## config.mk

```make
export PLATFORM = sky130hd
export DESIGN_NAME = alu_seq
export DESIGN_NICKNAME = d
export VERILOG_FILES = /design/src/rtl/alu_pkg.sv /design/src/rtl/alu_mul_seq.sv /design/src/rtl/alu_seq.sv
export SDC_FILE = /design/constraint.sdc
export NUM_CORES = 1
export LEC_CHECK = 0
export CAP_MARGIN = 25
export CORE_MARGIN = 2
export CORE_UTILIZATION = 35
export CTS_CLUSTER_DIAMETER = 150
export DETAILED_ROUTE_END_ITERATION = 12
export HOLD_SLACK_MARGIN = 0.02
export SYNTH_ARGS = -nofsm -noshare
export SYNTH_HDL_FRONTEND = slang
export SYNTH_HIERARCHICAL = 1
export SYNTH_SLANG_ARGS = --single-unit
```

## constraint.sdc

```tcl
create_clock -name clk -period 14.6 [get_ports clk]
set_clock_uncertainty 0.05 [all_clocks]
set_input_delay 1.46 -clock clk [delete_from_list [all_inputs] [get_ports clk]]
set_output_delay 1.46 -clock clk [all_outputs]
set_load 0.01 [all_outputs]
```

## src/rtl/alu_pkg.sv

```systemverilog
// Shared opcode encodings, FSM state type and default width for the sequential ALU.
package alu_pkg;

    localparam int ALU_DATA_W = 32;

    localparam logic [3:0] OP_SLL  = 4'b0000;
    localparam logic [3:0] OP_SRL  = 4'b0010;
    localparam logic [3:0] OP_SRA  = 4'b0011;
    localparam logic [3:0] OP_SLT  = 4'b0100;
    localparam logic [3:0] OP_SLTU = 4'b0101;
    localparam logic [3:0] OP_ADD  = 4'b1000;
    localparam logic [3:0] OP_SUB  = 4'b1010;
    localparam logic [3:0] OP_AND  = 4'b1100;
    localparam logic [3:0] OP_OR   = 4'b1101;
    localparam logic [3:0] OP_XOR  = 4'b1110;
    localparam logic [3:0] OP_MUL  = 4'b1111;

    typedef enum logic [1:0] {
        IDLE,
        MUL,
        DONE
    } state_t;

endpackage

```

## src/rtl/alu_mul_seq.sv

```systemverilog
// Iterative shift-add multiplier: one multiplier bit per cycle, DATA_W cycles per product.
// done pulses for one cycle, with product holding the low DATA_W bits.
module alu_mul_seq
    import alu_pkg::*;
#(
    parameter int DATA_W = ALU_DATA_W
) (
    input  logic              clk,
    input  logic              rst,
    input  logic              start,
    input  logic [DATA_W-1:0] a,
    input  logic [DATA_W-1:0] b,
    output logic              done,
    output logic [DATA_W-1:0] product
);

    localparam int CNT_W = $clog2(DATA_W) + 1;

    logic [DATA_W-1:0] acc;
    logic [DATA_W-1:0] multiplicand;
    logic [DATA_W-1:0] multiplier;
    logic [CNT_W-1:0]  cnt;
    logic              running;

    always_ff @(posedge clk) begin
        if (rst) begin
            acc          <= '0;
            multiplicand <= '0;
            multiplier   <= '0;
            cnt          <= '0;
            running      <= 1'b0;
            done         <= 1'b0;
        end else begin
            done <= 1'b0;
            if (start) begin
                acc          <= '0;
                multiplicand <= a;
                multiplier   <= b;
                cnt          <= CNT_W'(DATA_W);
                running      <= 1'b1;
            end else if (running) begin
                acc          <= acc + (multiplier[0] ? multiplicand : '0);
                multiplicand <= multiplicand << 1;
                multiplier   <= multiplier >> 1;
                cnt          <= cnt - 1'b1;
                // Last iteration: acc holds the full product after this edge.
                if (cnt == CNT_W'(1)) begin
                    running <= 1'b0;
                    done    <= 1'b1;
                end
            end
        end
    end

    assign product = acc;

endmodule

```

## src/rtl/alu_seq.sv

```systemverilog
// Handshaked sequential ALU: single-cycle ops plus optional iterative MUL.
// Build option ALU_MUL_EN enables the MUL state and the alu_mul_seq datapath.
module alu_seq
    import alu_pkg::*;
#(
    parameter int DATA_W  = ALU_DATA_W,
    parameter int SHAMT_W = $clog2(DATA_W)
) (
    input  logic              clk,
    input  logic              rst,
    input  logic              in_valid,
    output logic              in_ready,
    input  logic [DATA_W-1:0] inp1,
    input  logic [DATA_W-1:0] inp2,
    input  logic [3:0]        ctrl,
    output logic              out_valid,
    input  logic              out_ready,
    output logic [DATA_W-1:0] out1,
    output logic              zero
);

    state_t            state_q;
    state_t            state_d;
    logic              load_alu;
    logic              is_mul;
    logic [DATA_W-1:0] alu_res;
    logic [SHAMT_W-1:0] shamt;

    assign shamt = inp2[SHAMT_W-1:0];

    always_comb begin
        alu_res = '0;
        case (ctrl)
            OP_ADD:  alu_res = inp1 + inp2;
            OP_SUB:  alu_res = inp1 - inp2;
            OP_AND:  alu_res = inp1 & inp2;
            OP_OR:   alu_res = inp1 | inp2;
            OP_XOR:  alu_res = inp1 ^ inp2;
            OP_SLL:  alu_res = inp1 << shamt;
            OP_SRL:  alu_res = inp1 >> shamt;
            OP_SRA:  alu_res = DATA_W'($signed(inp1) >>> shamt);
            OP_SLT:  alu_res = {{(DATA_W-1){1'b0}}, ($signed(inp1) < $signed(inp2))};
            OP_SLTU: alu_res = {{(DATA_W-1){1'b0}}, (inp1 < inp2)};
            default: alu_res = '0;
        endcase
    end

`ifdef ALU_MUL_EN
    logic              mul_start;
    logic              mul_done;
    logic              load_mul;
    logic [DATA_W-1:0] mul_product;

    assign is_mul    = (ctrl == OP_MUL);
    assign mul_start = in_valid && in_ready && is_mul;

    alu_mul_seq #(
        .DATA_W(DATA_W)
    ) u_mul (
        .clk    (clk),
        .rst    (rst),
        .start  (mul_start),
        .a      (inp1),
        .b      (inp2),
        .done   (mul_done),
        .product(mul_product)
    );
`else
    assign is_mul = 1'b0;
`endif

    always_ff @(posedge clk) begin
        if (rst) begin
            state_q <= IDLE;
        end else begin
            state_q <= state_d;
        end
    end

    // In DONE, in_ready follows out_ready so a new op can replace the result being consumed.
    always_comb begin
        state_d  = state_q;
        in_ready = 1'b0;
        load_alu = 1'b0;
`ifdef ALU_MUL_EN
        load_mul = 1'b0;
`endif
        case (state_q)
            IDLE: begin
                in_ready = 1'b1;
                if (in_valid) begin
                    state_d  = is_mul ? MUL : DONE;
                    load_alu = !is_mul;
                end
            end
            DONE: begin
                in_ready = out_ready;
                if (out_ready) begin
                    if (in_valid) begin
                        state_d  = is_mul ? MUL : DONE;
                        load_alu = !is_mul;
                    end else begin
                        state_d = IDLE;
                    end
                end
            end
`ifdef ALU_MUL_EN
            MUL: begin
                if (mul_done) begin
                    state_d  = DONE;
                    load_mul = 1'b1;
                end
            end
`endif
            default: state_d = IDLE;
        endcase
    end

    always_ff @(posedge clk) begin
        if (rst) begin
            out1 <= '0;
            zero <= 1'b1;
        end else if (load_alu) begin
            out1 <= alu_res;
            zero <= (alu_res == '0);
`ifdef ALU_MUL_EN
        end else if (load_mul) begin
            out1 <= mul_product;
            zero <= (mul_product == '0);
`endif
        end
    end

    assign out_valid = (state_q == DONE);

endmodule

```

# Word-level counts from Yosys, hierarchy flattened
# Cells that the tools add are included.
[totals]
reg_bits = 35
in_bits = 72
word_cells = 38
[classes]
addsub = 2
magnitude_cmp = 2
eq_ne = 12
shift = 3
mux = 9
n_bitwise = 3
n_reduce_logical = 4
[ops]
columns = ["cell", "n"]
rows = [
  ["$pmux 32 s10", 1],
  ["$lt 32x32->1", 2],
  ["$add 32x32->32", 1],
  ["$and 32x32->32", 1],
  ["$logic_not 32->1", 1],
  ["$or 32x32->32", 1],
  ["$shl 32x5->32", 1],
  ["$shr 32x5->32", 1],
  ["$sshr 32x5->32", 1],
  ["$sub 32x32->32", 1],
  ["$xor 32x32->32", 1],
  ["$eq 4x4->1 const B", 5],
  ["$eq 4x2->1 const B", 2],
  ["$eq 4x3->1 const B", 2],
  ["$mux 2", 3],
  ["$logic_not 4->1", 1],
  ["$pmux 1 s2", 2],
  ["$pmux 2 s2", 1],
  ["$eq 2x2->1 const B", 1],
  ["$logic_not 2->1", 1],
  ["$mux 1", 2],
  ["$ne 2x1->1 const B", 1],
  ["$ne 2x2->1 const B", 1],
  ["$reduce_and 2->1", 1],
]

# Depth between registers and ports, before layout
# Gate-level depths: netlist (run 1).
[logic_depth]
word_depth = 3
ltp_mapped = 19
ltp_nobuf = 15

# Worst setup path before layout (run 1)
# No wires, ideal clock.
[synth_path]
kind = "input to register"
startpoint = "input inp2[2]"
endpoint = "register zero"
setup_time_ns = 0.096
arrival_time_ns = 5.509
t_required_ns = 14.454
slack_ns = 8.945
cell_stages = 19
n_path_buf = 6
path_cell_list = "buf_4 > buf_4 > buf_2 > inv_1 > buf_4 > buf_2 > buf_2 > ha_1 > nor2b_1 > a2111o_1 > a21oi_1 > o31ai_1 > nor4b_2 > nor2_1 > a221o_1 > a2111oi_0 > and4b_1 > nand4_1 > o41ai_2"
[synth_between]
elab_chain_len = 3
word_cells_on_any_way = 12
classes_between = "2 x add/sub; 2 x order compare; 3 x shift; 1 x mux; 3 x bitwise; 1 x reduce/logical"
[synth_lines]
columns = ["element", "line_no", "rtl"]
rows = [
  ["start: declaration", "alu_seq.sv:14", "input logic [DATA_W-1:0] inp2,"],
  ["$sub 32x32->32, or another cell as far along", "alu_seq.sv:35", "OP_SUB: alu_res = inp1 - inp2;"],
  ["$pmux 32 s10 *", "alu_seq.sv:33", "case (ctrl)"],
  ["$logic_not 32->1 *", "alu_seq.sv:125", "zero <= (alu_res == '0);"],
  ["end signal: assignment", "alu_seq.sv:125", ""],
  ["end: declaration", "alu_seq.sv:19", "output logic zero"],
]
# Mark *: on every way between the ends. The rest lies on a longest branch, timed or not.
# A chain may end at the register's enable or synchronous reset.

# Worst setup path in the final report (run 1)
[layout_path]
startpoint = "input inp1[13]"
endpoint = "register zero"
[layout_between]
elab_chain_len = 3
word_cells_on_any_way = 12
classes_between = "2 x add/sub; 2 x order compare; 3 x shift; 1 x mux; 3 x bitwise; 1 x reduce/logical"
[layout_lines]
columns = ["element", "line_no", "rtl"]
rows = [
  ["start: declaration", "alu_seq.sv:13", "input logic [DATA_W-1:0] inp1,"],
  ["$sub 32x32->32, or another cell as far along", "alu_seq.sv:35", ""],
  ["$pmux 32 s10 *", "alu_seq.sv:33", ""],
  ["$logic_not 32->1 *", "alu_seq.sv:125", ""],
]
# Marks and branches as above.

==> impl_metrics.ini, run 1 <==
[outcome]
outcome = completed

[clock_network]
path_clk_slew_ps = 50
cts_max_level = 2
cts_setup_buffers = 0
cts_buffers = 5
cts_tree = done
clock_latency_ps = 270
cts_resized = 0
cts_buffer_depth = 2
clkSinkCount = 34
cts_hold_buf = 0
cts_root_buf = clkbuf_16

[routing]
ant_nets = 0
avgRoutedWirePerCell_um = 29.00
drt_iter0_markers = 2131
vias = 13810
firstDrtPassIters = 6
drc = 0
drt_wl_total_um = 59450
viasPerCell = 6.736

[floorplanning]
core_area_um2 = 32540
die_w_um = 185.9
die_y_um = 185.9
start_util_pct = 35.61
rows = 66
ios = 107
die_area_um2 = 34570

[placed_design]
place_ws_ps = 8014
gp_congestion = 1.077
dpl.cell_count = 2042
dp_hpwl_um = 44780
place_area_um2 = 12810
port_buffers = 106

[setup_path]
setup.worst_path.end_class = flop
r2r_cells = 12
cp.arrival_ps = 6700
critical_path_class = input port to flop
worstSetupStartpointType = input port
r2r_start = state_q[1]$_SDFFE_PP0P_
required_ps = 14730
rrSetupSlack_ps = 11470
crit_fanout = 14
r2r-end = zero$_SDFFE_PP1P_

[timing]
min_period_ps = 6574
slew_headroom_pct = 32.41
fin_crit_sh_pct = 45.02
finalHoldViolCount = 0
fin_ws_ps = 8026
drv_slew = 0
fmax_mhz = 152.1
rsz0062_at_grt = no
whs_ps = 410.8
setup_tns_ps = 0
setup_violations = 0
tightest_slew_ps = 1005

[finish]
layout-drive-gt1-share_pct = 10.01
final_util_pct = 39.82
syn_to_final_growth_pct = 11.84
nets = 1780
design_area_um2 = 12960
instances_no_fill = 2050
antenna_cells = 0

[worst_hold_path]
hold_path.class = flop to flop
holdPathStages = 2
min_to = out1[4]$_SDFFE_PP0P_
min_from = out1[4]$_SDFFE_PP0P_

[global_routing]
grt_pass1_wl_um = 86910
grt_max_degree = 64
globalRouteTotalUtil_pct = 33.73
antenna_found_initial = 1
grt_pass1_vias = 12980
grt_overflow = 0

[power_and_ir_drop]
seqPwrFrac_pct = 14.9
power.density_nw_per_um2 = 55.03
internal-power_mw = 0.3505
p_leak_nw = 5.114
swShare_pct = 50.85
p_comb_share_pct = 69.9
p_clk_share_pct = 15.2
vdd_drop_max_uv = 53.13
power.switching_mw = 0.3626
finalPower_mw = 0.7131

[logic_synthesis]
synth_edf_count = 0
synth_ff_type = dfxtp_1
synth_cells = 1609
seq_area_frac_synth_pct = 5.875
syn_area_um2 = 11590
yosysTopAreaCell = mux4_2
syn_nets = 1782
synth_cell_types = 90
synth_top_area_share_pct = 10.89
async_flop_share_pct = 0
avgSynthCellArea_um2 = 7.201
ys_ff_latch = 34
ys_warn_count = 6
yosys-top-cells-area = mux4_2, ha_1, nor2_1, dfxtp_1, mux2i_1

[job]
cap_viol_max_count = 0
## layout make-up
class	instances	area [um^2]
Clock buffer	7	142.6
Clock inverter	1	5.005
Fill cell	3490	19580
Inverter	102	382.9
Multi-Input combinational cell	1315	9831
Sequential cell	34	680.7
Tap cell	442	553.0
Timing Repair Buffer	149	1363
## worst max path at each step
stage	startpoint	to	slack, ps	cells after the start
6_report	inp1[13]	zero$_SDFFE_PP1P_	8030	14
5_1_grt	inp1[13]	zero$_SDFFE_PP1P_	7880	14
4_1_cts	inp1[13]	zero$_SDFFE_PP1P_	8300	14
3_5_place_dp	inp1[13]	zero$_SDFFE_PP1P_	8010	14
3_3_place_gp	inp1[13]	zero$_SDFFE_PP1P_	7990	14
2_1_floorplan	inp2[2]	zero$_SDFFE_PP1P_	8950	19
## placed cells by master (no fill, tap or decap), types with 17 or more instances in the layout
cell,n
o221ai_1,19
mux2i_1,67
o31ai_1,20
o21ai_0,74
nor3_1,39
nor2b_1,17
nand2b_1,22
mux4_2,56
nand3_1,26
buf_4,45
a211oi_1,59
o211ai_1,28
nor2_1,205
clkdlybuf4s50_1,101
ha_1,99
a21oi_1,130
inv_1,99
mux2_2,18
a21o_1,19
dfxtp_1,34
nand2_1,118
## flip-flops by register name (all words and copies together) (netlist names)
signal / flops
out1: 32
zero: 1
state_q: 1
## synthesized netlist by cell type (all sizes together) (11+ instances only)
library cell,n
nor2,205
a21oi,130
nand2,118
clkbuf,103
inv,100
ha,99
o21ai,76
mux2i,68
a211oi,59
mux4,57
buf,55
nor3,39
dfxtp,34
o211ai,28
nand3,26
nand2b,22
o31ai,20
a21o,19
o221ai,19
a221oi,18
mux2,18
nor2b,17
o22ai,14
a31oi,13
nand4,13
nor4,13
xnor2,13
a2111oi,11
a221o,11
or3,11
## power by group through the flow
stage / clock network, mW / registers [mW] / logic, mW
floorplan: 0 / 0.111 / 0.303
global placement: 0 / 0.108 / 0.482
detailed placement: 0 / 0.108 / 0.479
CTS: 0.111 / 0.106 / 0.481
global route: 0.116 / 0.107 / 0.524
finish: 0.108 / 0.106 / 0.499
## critical path: stages
cell and delay, ps:
clkdlybuf4s50_1 980, inv_1 210, ha_1 660, nand4_1 260, or2_2 330, a211oi_1 560, nor3_1 270, o31ai_1 580
o311ai_0 220, a21oi_1 160, o221ai_1 240, and4b_1 350, nand4_1 120, o41ai_2 280
## routing by layer
| metal | track usage, % | part of all wire (%) | vias up |
|---|---|---|---|
| li1 | - | - | 6049 |
| met1 | 46.50 | 42 | 6598 |
| met3 | 6.222 | 10 | 195 |
| met2 | 50.91 | 42 | 964 |
| met4 | 15.18 | 5.4 | 2 |
| met5 | 0 | 0.024 | - |
## logic make-up after synthesis
logic type      synth area share (%)
compound gates                 33.17
simple gates                   20.65
buf+inv                        9.514
mux                            18.77
fa+ha+maj                      11.04
flops                          5.875
xor+xnor                      0.9827
Power figures use the tool's default switching activity.
==> inputs of run 2 (changes only) <==
- clock period: 14.6 -> 5.5 ns (I/O delays scaled with it)
==> run 2 against run 1 <==
Register-to-register slack got worse by 9000 ps. Final cell count grew 3.4%. Power rose to 2.7 times the previous value. Non-clock buffer count rose by 70. Routed wire length rose by 4.0%. Highest routed layer unchanged. Largest cell class unchanged. Via count rose by 2.4%. Setup slack got worse by 7500 ps. Global-route usage grew 1.4 points. Sequential power increased to 2.6 times the previous value. Utilization up 1.6 points. Clock-buffer cell count is 1 lower. Worst hold slack worse by 0.74 ps.
==> impl_metrics.ini, run 2 (synthesis results as in run 1) <==
[timing]
slew_headroom_pct = 30.89
fmax_mhz = 199.7
rsz0062_at_grt = no
setup_tns_ps = 0
tightest_slew_ps = 1022
finalHoldViolCount = 0
min_period_ps = 5006
setup_violations = 0
drv_slew = 0
fin_ws_ps = 493.6
fin_crit_sh_pct = 91.03

[global_routing]
grt_pass1_wl_um = 90100
globalRouteTotalUtil_pct = 35.16
grt_pass1_vias = 13120
antenna_found_initial = 1
grt_overflow = 0
grt_max_degree = 59

[finish]
reg_top3 = out1 x32, state_q x1, zero x1
layout_common_cells = nor2_1, a21oi_1, nand2_1
largest_reg_flops = 32
regMostFlops = out1
nets = 1850
fillers = 3463
antenna_cells = 0
layout-drive-gt1-share_pct = 13.89
multi_input_area_um2 = 9822
syn_to_final_growth_pct = 16.47
seq_area_um2 = 680.7
final_common_cell = nor2_1

[setup_path]
cp.arrival_ps = 5140
critical_path_class = input port to flop
rrSetupSlack_ps = 2520
crit_fanout = 10
r2r_cells = 12
setup.worst_path.end_class = flop
worstSetupStartpointType = input port
required_ps = 5630

[routing]
firstDrtPassIters = 8
ant_nets = 0
viasPerCell = 6.667
drt_iter0_markers = 1970
vias = 14130
avgRoutedWirePerCell_um = 29.15
drc = 0
drt_wl_total_um = 61800

[clock_network]
clock_latency_ps = 280
cts_buffer_depth = 2
cts_setup_buffers = 0
clkSinkCount = 34
cts_root_buf = clkbuf_16
cts_max_level = 2
cts_hold_buf = 0
cts_resized = 0
path_clk_slew_ps = 60
cts_buffers = 5
cts_tree = done

[power_and_ir_drop]
p_leak_nw = 5.451
power.density_nw_per_um2 = 145.1
vdd_drop_max_uv = 102.5

[floorplanning]
die_area_um2 = 34570
die_y_um = 185.9
ios = 107
die_w_um = 185.9
core_area_um2 = 32540
start_util_pct = 35.61
rows = 66

[placed_design]
gp_congestion = 1.054
port_buffers = 106
dp_hpwl_um = 48170
place_ws_ps = 249.3

[outcome]
outcome = completed

[job]
cap_viol_max_count = 0

[worst_hold_path]
hold_path.class = flop to flop
holdPathStages = 2
## run 2: cell types whose count changed in the layout (fill, tap and decap cells not counted), sizes merged
cell,change
buf,+70
clkbuf,-1
clkinvlp,+1
## run 2: final timing paths
kind,start,to
worst max-delay path,inp1[2],zero$_SDFFE_PP1P_
worst min-delay path,out1[24]$_SDFFE_PP0P_,out1[24]$_SDFFE_PP0P_
worst min register to register,out1[24]$_SDFFE_PP0P_,out1[24]$_SDFFE_PP0P_
worst max register to register,state_q[1]$_SDFFE_PP0P_,zero$_SDFFE_PP1P_
## run 2: metrics by stage
step	hold slack, ps	cells	power (mW)	cell area, um^2	util, %
floorplan	426.1	1609	1.097	11590	-
global placement	393.1	2112	1.629	13340	41.01
detailed placement	402.9	2112	1.626	13340	41.01
CTS	408.1	2120	1.917	13490	41.47
global route	440.7	2120	2.053	13490	41.47
finish	410.1	2120	1.958	13490	41.47
## run 2: per-layer routing
| layer | GRT usage [%] | part of all wire, % |
|---|---|---|
| met5 | 0 | 0.019 |
| met4 | 12.91 | 4.6 |
| met3 | 5.537 | 9.5 |
| met2 | 54.69 | 44 |
| met1 | 48.84 | 42 |
## run 2: critical path, cell delays in order
cell             delay (ps)
clkdlybuf4s50_1         690
inv_1                    90
ha_1                    330
nor2b_1                 140
a2111o_1                480
a21oi_1                 300
o221ai_1                170
a2111oi_0               900
and4b_1                 330
nand4_1                 160
nor4_1                  440
buf_4                   190
nand4_1                  90
o41ai_2                 280
## run 2: area by class of cell
type                    count  share of cell area (%)
multi-input cells        1315                   72.79
repair buffers            219                   14.11
flip-flops and latches     34                   5.044
well taps                 442                   4.098
inverters                 102                   2.837
clock buffers               6                   1.029
clock inverters             2                 0.09272
## run 2: power breakdown
group	total [mW]	leakage, nW	switching [mW]	internal (mW)
logic	1.39	5.10	0.865	0.529
clock network	0.284	0.0729	0.105	0.179
registers	0.280	0.281	0.0120	0.268
==> inputs of run 3 (changes only) <==
- CORE_UTILIZATION: 35 -> 46
- CTS_CLUSTER_DIAMETER: 150 -> 100
- PLACE_DENSITY: not set -> 0.69
==> run 3 against run 2 <==
Clock-buffer cell count up 1. Highest routed layer is now met4. Sequential share of layout area grew 0.077 points. Routed wire length shrank 6.4%. Critical path depth grew 3. Fmax is 0.46% higher. Largest power group unchanged.
==> impl_metrics.ini, run 3 (synthesis results as in run 1) <==
[timing]
fmax_mhz = 200.7
finalHoldViolCount = 0
min_period_ps = 4983
tightest_slew_ps = 1069
setup_violations = 0
fin_ws_ps = 516.5
drv_slew = 0
rsz0062_at_grt = no
slew_headroom_pct = 28.41
fin_crit_sh_pct = 90.61

[clock_network]
cts_buffer_depth = 2
cts_tree = done
clkSinkCount = 34
cts_max_level = 2
clock_latency_ps = 280
path_clk_slew_ps = 60
cts_buffers = 5
cts_root_buf = clkbuf_16
cts_hold_buf = 0

[finish]
final_common_cell = nor2_1
layout_common_cells = nor2_1, a21oi_1, nand2_1
syn_to_final_growth_pct = 14.72
nets = 1837
layout-drive-gt1-share_pct = 13.27
largest_reg_flops = 32
reg_top3 = out1 x32, state_q x1, zero x1
regMostFlops = out1

[setup_path]
required_ps = 5640
path_depth = 17
path_cells = clkdlybuf4s50_1, inv_1, ha_1, inv_1, fa_1, nor2b_1, o21ai_0, a211oi_1, a221oi_2, o31ai_2, o21ai_0, a41oi_1, nand3_1, nor4_1, buf_4, nand4_1, o41ai_2
cpLargestDelayFamily = compound AO/OA/AOI/OAI gates
r2r_start = state_q[1]$_SDFFE_PP0P_
crit_buf_inv = 4
cpMaxStageDelayCell = clkdlybuf4s50_1
crit_fanout = 5
setup.worst_path.end_class = flop
rrSetupSlack_ps = 2150
r2r_cells = 13
crit_path_end = zero$_SDFFE_PP1P_
slowest_delay_ps = 570
critical_path_class = input port to flop
worstSetupStartpointType = input port
cp.arrival_ps = 5120
crit_start = inp1[0]
r2r-end = zero$_SDFFE_PP1P_

[floorplanning]
die_w_um = 162.7
die_y_um = 162.7
die_area_um2 = 26470
core_area_um2 = 24960
ios = 107
rows = 58
start_util_pct = 46.41

[power_and_ir_drop]
finalPower_mw = 1.930
internal-power_mw = 0.9676
swShare_pct = 49.87
seqPwrFrac_pct = 14.5
p_leak_nw = 5.401
vdd_drop_max_uv = 137.7
power.density_nw_per_um2 = 145.2
p_clk_share_pct = 14.8
p_comb_share_pct = 70.7
power.switching_mw = 0.9625

[routing]
ant_nets = 0
drc = 0
avgRoutedWirePerCell_um = 28.99
drt_wl_total_um = 57860
firstDrtPassIters = 9
drt_iter0_markers = 1985
viasPerCell = 7.049
vias = 14070

[global_routing]
grt_overflow = 0
grt_pass1_vias = 13020
antenna_found_initial = 0
globalRouteTotalUtil_pct = 42.82
grt_pass1_wl_um = 85500
grt_max_degree = 85

[placed_design]
dp_hpwl_um = 45410
place_ws_ps = 206.4
gp_congestion = 1.086
port_buffers = 106

[outcome]
outcome = completed

[job]
cap_viol_max_count = 0

[worst_hold_path]
hold_path.class = flop to flop
## run 3: changes by cell type in the layout (fill, tap and decap cells not counted), sizes merged
cell	delta
clkbuf	+2
diode	+1
clkinvlp	-1
buf	-14
## run 3: what timing repair did
action / 4_1_cts / 5_1_grt
gates resized for setup: 0 / 1
buffers inserted: 0 / 0
hold endpoints to repair: 0 / 0
endpoints found under the setup margin: 0 / 1
## run 3: final cells by class
class                   instances  area (um^2)
repair buffers                206         1832
well taps                     330        412.9
fillers                      2497        11670
multi-input cells            1315         9833
flip-flops and latches         34        680.7
diodes                          1        2.502
clock inverters                 1        5.005
inverters                     102        382.9
clock buffers                   7        142.6
## run 3: worst min-delay path by stage
| stage | from | end | depth (start not counted) |
|---|---|---|---|
| after global routing | out1[24]$_SDFFE_PP0P_ | out1[24]$_SDFFE_PP0P_ | 2 |
| after CTS | out1[24]$_SDFFE_PP0P_ | out1[24]$_SDFFE_PP0P_ | 2 |
| after global placement | out1[24]$_SDFFE_PP0P_ | out1[24]$_SDFFE_PP0P_ | 2 |
| after floorplan | out1[24]$_SDFFE_PP0P_ | out1[24]$_SDFFE_PP0P_ | 2 |
| after detailed placement | out1[4]$_SDFFE_PP0P_ | out1[4]$_SDFFE_PP0P_ | 2 |
| final | out1[24]$_SDFFE_PP0P_ | out1[24]$_SDFFE_PP0P_ | 2 |
## run 3: routing by layer
layer | up-vias | wire length [um] | track usage (%)
met3 | 208 | 6434 | 8.760
met2 | 1034 | 24430 | 64.27
met1 | 6661 | 23260 | 58.20
li1 | 6166 | - | -
met5 | - | 0 | 0
met4 | 0 | 3743 | 21.44
## run 3: worst min-delay path: cells and delay by family, from the launching register on
family	cells	cell delay (ps)
DFF	1	310
and+or+nand+nor	1	60
AOI/OAI and AO/OA	1	50
## run 3: power groups by stage
| stage | Clock, mW | Sequential, mW | Combinational, mW |
|---|---|---|---|
| final | 0.286 | 0.279 | 1.37 |
| after detailed placement | 0 | 0.284 | 1.31 |
| after CTS | 0.289 | 0.279 | 1.31 |
| after floorplan | 0 | 0.293 | 0.803 |
| after global placement | 0 | 0.283 | 1.31 |
| after global routing | 0.301 | 0.282 | 1.44 |
## run 3: metrics by stage
stage                     cell area, um^2  hold WS (ps)  instances  setup TNS, ps  util, %
after global placement              13100         394.0       1984         -138.1    52.47
after global routing                13290         450.9       1995              0    53.23
after floorplan                     11590         426.1       1609              0        -
after CTS                           13280         414.9       1994              0    53.19
after detailed placement            13130         400.2       1986              0    52.60
final                               13290         420.0       1996              0    53.24
